**src/rtl/sodor5_chk_pkg.sv**
```systemverilog
`default_nettype none
// ============================================================================
// Module      : sodor5_chk_pkg
// Description : Shared types and constants for the writeback commit checker.
// Revision    : 1.0 - initial release
// ============================================================================
package sodor5_chk_pkg;

    localparam int WORD_SIZE = 32;
    localparam int NUM_REGS  = 32;

    localparam logic [1:0] ERR_NONE     = 2'b00;
    localparam logic [1:0] ERR_MISMATCH = 2'b01;
    localparam logic [1:0] ERR_OVERFLOW = 2'b10;
    localparam logic [1:0] ERR_TIMEOUT  = 2'b11;

    typedef enum logic [0:0] {
        RUN = 1'b0,
        ERR = 1'b1
    } chk_state_e;

    typedef struct packed {
        logic [4:0]           rd;
        logic [WORD_SIZE-1:0] data;
    } wb_event_t;

endpackage
`default_nettype wire

```
**src/rtl/chk_fifo.sv**
```systemverilog
`default_nettype none
// ============================================================================
// Module      : chk_fifo
// Description : Synchronous FIFO of writeback events; head is registered
//               storage only, so a push is visible one cycle later.
// Revision    : 1.0 - initial release
// ============================================================================
module chk_fifo import sodor5_chk_pkg::*; #(
    parameter int DEPTH = 8
) (
    input  logic      clk,
    input  logic      rst,
    input  logic      i_push,
    input  wb_event_t i_push_data,
    input  logic      i_pop,
    output logic      o_full,
    output logic      o_empty,
    output wb_event_t o_head
);

    localparam int                  c_addr_w   = $clog2(DEPTH);
    localparam logic [c_addr_w-1:0] c_ptr_one  = c_addr_w'(1);
    localparam logic [c_addr_w:0]   c_cnt_one  = (c_addr_w + 1)'(1);
    localparam logic [c_addr_w:0]   c_cnt_full = (c_addr_w + 1)'(DEPTH);

    wb_event_t             r_mem [DEPTH];
    logic [c_addr_w-1:0]   r_wr_ptr;
    logic [c_addr_w-1:0]   r_rd_ptr;
    logic [c_addr_w:0]     r_count;

    always_ff @(posedge clk) begin
        if (i_push) begin
            r_mem[r_wr_ptr] <= i_push_data;
        end
    end

    // DEPTH is a power of two, so the pointers wrap naturally.
    always_ff @(posedge clk or posedge rst) begin
        if (rst) begin
            r_wr_ptr <= '0;
            r_rd_ptr <= '0;
            r_count  <= '0;
        end else begin
            if (i_push) begin
                r_wr_ptr <= r_wr_ptr + c_ptr_one;
            end
            if (i_pop) begin
                r_rd_ptr <= r_rd_ptr + c_ptr_one;
            end
            case ({i_push, i_pop})
                2'b10:   r_count <= r_count + c_cnt_one;
                2'b01:   r_count <= r_count - c_cnt_one;
                default: r_count <= r_count;
            endcase
        end
    end

    assign o_full  = (r_count == c_cnt_full);
    assign o_empty = (r_count == '0);
    assign o_head  = r_mem[r_rd_ptr];

endmodule
`default_nettype wire

```
**config.mk**
```make
export PLATFORM = sky130hd
export DESIGN_NAME = chk_fifo
export DESIGN_NICKNAME = d
export VERILOG_FILES = /design/src/rtl/sodor5_chk_pkg.sv /design/src/rtl/chk_fifo.sv
export SDC_FILE = /design/constraint.sdc
export NUM_CORES = 1
export LEC_CHECK = 0
export CELL_PAD_IN_SITES_DETAIL_PLACEMENT = 0
export CELL_PAD_IN_SITES_GLOBAL_PLACEMENT = 1
export CORE_MARGIN = 3
export CORE_UTILIZATION = 47
export DETAILED_ROUTE_END_ITERATION = 10
export GPL_TIMING_DRIVEN = 0
export PLACE_DENSITY = 0.78
export SLEW_MARGIN = 20
export SYNTH_ARGS = -nofsm -noshare
export SYNTH_HDL_FRONTEND = slang
export SYNTH_SLANG_ARGS = --single-unit
```
**constraint.sdc**
```tcl
create_clock -name clk -period 3.5 [get_ports clk]
set_clock_uncertainty 0.05 [all_clocks]
set_input_delay 0.7 -clock clk [delete_from_list [all_inputs] [get_ports clk]]
set_output_delay 0.7 -clock clk [all_outputs]
set_load 0.005 [all_outputs]
```
# == Word level (Yosys, flattened, before mapping) ==
# Memory sizes are Yosys's and may differ from the RTL's.
# Cells that the tools add are included.
# Widths: inputs -> output; s select.
# op_classes
n_reduce_logical,2
mux,3
addsub,4
eq_ne,3
# ops
op,n
$pmux 4 s2,1
$add 3x1->3 const B,2
$add 4x1->4 const B,1
$eq 4x4->1 const B,1
$logic_not 4->1,1
$sub 4x1->4 const B,1
$eq 2x1->1 const B,1
$eq 2x2->1 const B,1
$mux 1,2
$reduce_bool 2->1,1
# word_totals
wordCells,16
in_bits,41
ramBits,296
out_inout_bits,39
n_memories,1
register_bits,10
# mem_list
memory,words,width,read_ports,rd_clocked_by_memory_dff,write_ports,line,text
r_mem,8,37,1,0,1,chk_fifo.sv:26,wb_event_t r_mem [DEPTH];

# == Depth between registers and ports, before layout ==
# depth
word_depth,2
depth_mapped,7
mapped_depth_nobuf,7

# == Worst setup path before layout ==
# OpenSTA, ideal clock, no wires.
# synth_path
kind,in2reg
from,input i_push
to,memory r_mem[0][0] in the netlist's numbering (enable)
path_slack_ps,-364
path_stages,2
required_ps,2973
n_path_buf,0
setup_time_ps,477
arrival_ps,3336
cell_sequence,nand2b_1 nor3_1
# synth_between
elab_chain_len,2
# synth_lines
item,line,text
start: declaration,chk_fifo.sv:13,"input logic i_push,"
$mux 1,chk_fifo.sv:32,if (i_push) begin
$mux 1 (implied by the code),chk_fifo.sv:33,r_mem[r_wr_ptr] <= i_push_data;
end: declaration,chk_fifo.sv:26,
# Every way passes these cells.

==> summary.md <==
| Metric | Value |
|---|---|
| Post-synthesis xor/xnor area fraction | `0.523%` |
| Hold crit path type | `input port to asynchronous set/reset pin` |
| Final Hold Viols | `0` |
| Area of the core | `approximately 24000 um2` |
| Post-synth ARST share | `roughly 3.3%` |
| Top_reg_cell synth | `edfxtp_1` |
| Slew @ Worst Pin | `787 ps` |
| Synth Register Bits | `~300` |
| Switching fraction of total power | `between 20% and 30%` |
| Net Sw Power | `3.23 mW` |
| Setup TNS | `0 ps` |
| Simple-gate portion of the synthesized area | `1.07%` |
| Largest area contributor in the netlist | `edfxtp_1` |
| TritonCTS clock tree | `done` |
| Nets | `approximately 660` |
| Antenna violations before repair | `1` |
| Hold_buf cts | `0` |
| Post-route DRC | `0` |
| I/O Buffers | `79` |
| CP Max Fanout | `10` |
| Crit path kind | `flop to output port` |
| Starting density of the core | `about half` |
| Syn_nets | `approximately 530` |
| Internal reg-to-reg setup slack | `~1200 ps` |
| Power share of the combinational group | `approximately 33%` |
| Vias in the first global route | `5825` |
| Vias per inst | `between 5 and 6` |
| Post-DP HPWL | `14600 um` |
| Register area share after synthesis | `between 70% and 80%` |
| Layout Area Growth over Synthesis | `22.8%` |
| Gate Count Post-Synth | `approximately 500` |
| GR Overflow Total | `0` |
| Sequential Power Share | `roughly two fifths` |
| Final slew viol count | `0` |
| Multiplexer share of the synthesized area | `~18%` |
| First-pass DRT Iterations | `6` |
| Largest family of logic cells by synthesized area | `multiplexers` |
| Pint | `about 8.8 mW` |
| Clock share of power | `roughly 27%` |
| Required time worst endpoint | `2750 ps` |
| WL/cell | `around 24 um` |
| Area of the die | `26900 um2` |
| Resize count post-CTS | `14` |
| Row cnt | `57` |
| Detail Route Antenna Nets | `0` |
| EDFF count, synth | `296` |
| Final min period | `around 3400 ps` |
| Drt total wl | `approximately 23000 um` |
| Root buffer cell | `clkbuf_16` |
| Clk_lat worst skew | `about 540 ps` |
| Part of the cycle the worst path needs | `97.0%` |
| Worst-path clk slew | `about 70 ps` |
| Via Count | `approximately 5400` |
| Peak VDD IR | `about 0.48 mV` |
| Top cell type's share of synthesized area | `around three quarters` |
| Num CTS Buffers | `30` |
| Max-Cap Viols | `0` |
| Fmax | `just under 0.3 GHz` |
| Most frequent cells in the layout | `edfxtp_1 (296), clkdlybuf4s50_1 (79), mux4_2 (71)` |
| DP Area | `roughly 13000 um2` |
| Share of layout cells above drive strength 1 | `32.3%` |
| RSZ-0062 raised after global routing | `yes` |
| CTS H-Tree Depth | `1` |
| Adder-cell share of the synthesized area | `0.534%` |
| Avg Synthesized Cell Area | `24.0 um2` |
| Leak | `around 4.7 nW` |
| Bufs on Longest Clock Path | `3` |
| First-pass GRT wire length | `between 30000 and 40000 um` |
| Status | `complete, no violations` |
| Critical path endpoint category | `output port` |
| Die Span Y | `164 um` |
| Ports | `80` |
| CP Launch Type | `flop` |
| DIE WIDTH | `around 160 um` |
| Post-synthesis cell area | `roughly 12000 um2` |
| Fillers | `between 1500 and 2000` |
| Largest cells by area after synthesis | `edfxtp_1 (76%), mux4_2 (14%), mux2_2 (3.8%), dfrtp_1 (2.1%), mux4_1 (0.67%)` |
| Clock sink count | `slightly above 300` |
| GPL Wtd Cong | `roughly 0.73` |
| Crit path DAT | `between 2000 and 3000 ps` |
| GRT Total Usage | `between 10% and 20%` |
| Count of cell types in the netlist | `31` |
| Ant diodes | `0` |
| Initial DRC Count | `roughly 430` |
| Compound-Gate Fraction of Synth Area | `less than 1%` |
| Setup Fix Bufs, Post-CTS | `0` |
| Syn. warnings | `0` |
| Final Instance Area | `between 10000 and 15000 um2` |
| Commonest non-fill, non-tap cell in the layout | `edfxtp_1` |
| Setup violators final | `0` |
| Slew margin rel. | `around 47%` |
| Largest net degree at the start of global routing | `21` |
| PwrDens | `roughly 830 nW/um2` |
-- flip-flops by register name, indices dropped and copies added (netlist names) --
name      flops
r_count       4
r_mem       296
r_rd_ptr      3
r_wr_ptr      3
-- through the flow --
stage | power [mW] | utilization (%) | hold slack [ps] | cells | setup slack (ps)
final | 12.0 | 59.0 | 419 | 961 | 104
after CTS | 12.1 | 58.9 | 411 | 961 | 5.31
after floorplan | 7.04 | - | 430 | 488 | 628
after detailed placement | 8.87 | 54.6 | 458 | 907 | 245
after global placement | 8.58 | 53.0 | 448 | 891 | -1730
after global routing | 12.6 | 59.0 | 430 | 961 | -8.23
-- power by group through the flow --
stage | logic [mW] | clock network (mW) | registers (mW)
2_1_floorplan | 2.22 | 0 | 4.82
3_3_place_gp | 3.70 | 0 | 4.88
3_5_place_dp | 4.00 | 0 | 4.87
4_1_cts | 4.05 | 3.30 | 4.80
5_1_grt | 4.29 | 3.46 | 4.83
6_report | 3.98 | 3.24 | 4.80
-- layout make-up --
class	count	area (um2)	area share, %
buffer	22	189	1.31
clock buffer	32	790	5.49
clock inverter	22	225	1.56
inverter	4	15.0	0.104
multi-input combinational	156	2500	17.4
sequential	306	9140	63.5
tap	324	405	2.82
timing repair buffer	95	1130	7.85
-- kinds of logic after synthesis --
group | Yosys count
flops | 306
mux | 115
buf+inv | 26
simple gates | 23
xor+xnor | 7
compound gates | 6
fa+ha+maj | 5
-- synth_stat cells (3+ instances only) --
| library cell | instances |
|---|---|
| buf_1 | 3 |
| mux4_1 | 3 |
| xnor2_1 | 4 |
| xor2_1 | 3 |
| inv_1 | 4 |
| edfxtp_1 | 296 |
| buf_6 | 6 |
| nand2b_1 | 3 |
| ha_1 | 5 |
| dfrtp_1 | 10 |
| buf_2 | 4 |
| nand2_1 | 4 |
| nor2_1 | 7 |
| mux4_2 | 71 |
| clkbuf_1 | 9 |
| mux2_2 | 40 |
-- layer usage --
metal,GRT usage (%),part of all wire [%],vias to the layer above
li1,-,-,2330
met2,30.6,51,158
met4,3.65,1.8,2
met3,3.61,5.9,31
met5,0,0.056,-
met1,24.4,41,2898
-- worst paths after layout --
| check | from | cells after the start | end |
|---|---|---|---|
| worst max-delay path | r_rd_ptr[0]$_DFFE_PP0P_ | 5 | o_head[17] |
| worst min-delay path | rst | 2 | r_count[1]$_DFFE_PP0P_ |
| worst max register to register | r_wr_ptr[0]$_DFFE_PP0P_ | 5 | r_mem[0][17]$_DFFE_PP_ |
| worst min register to register | r_wr_ptr[0]$_DFFE_PP0P_ | 1 | r_wr_ptr[0]$_DFFE_PP0P_ |
| max in group asynchronous | rst | 2 | r_count[3]$_DFFE_PP0P_ |
| min in group clk | r_wr_ptr[0]$_DFFE_PP0P_ | 1 | r_wr_ptr[0]$_DFFE_PP0P_ |
-- worst max-delay path: stages (launching register included) --
cell             delay, ps
dfrtp_1                440
buf_12                 190
buf_8                  180
mux4_1                 550
mux2_2                 280
clkdlybuf4s50_1        450
Power figures use the tool's default switching activity.
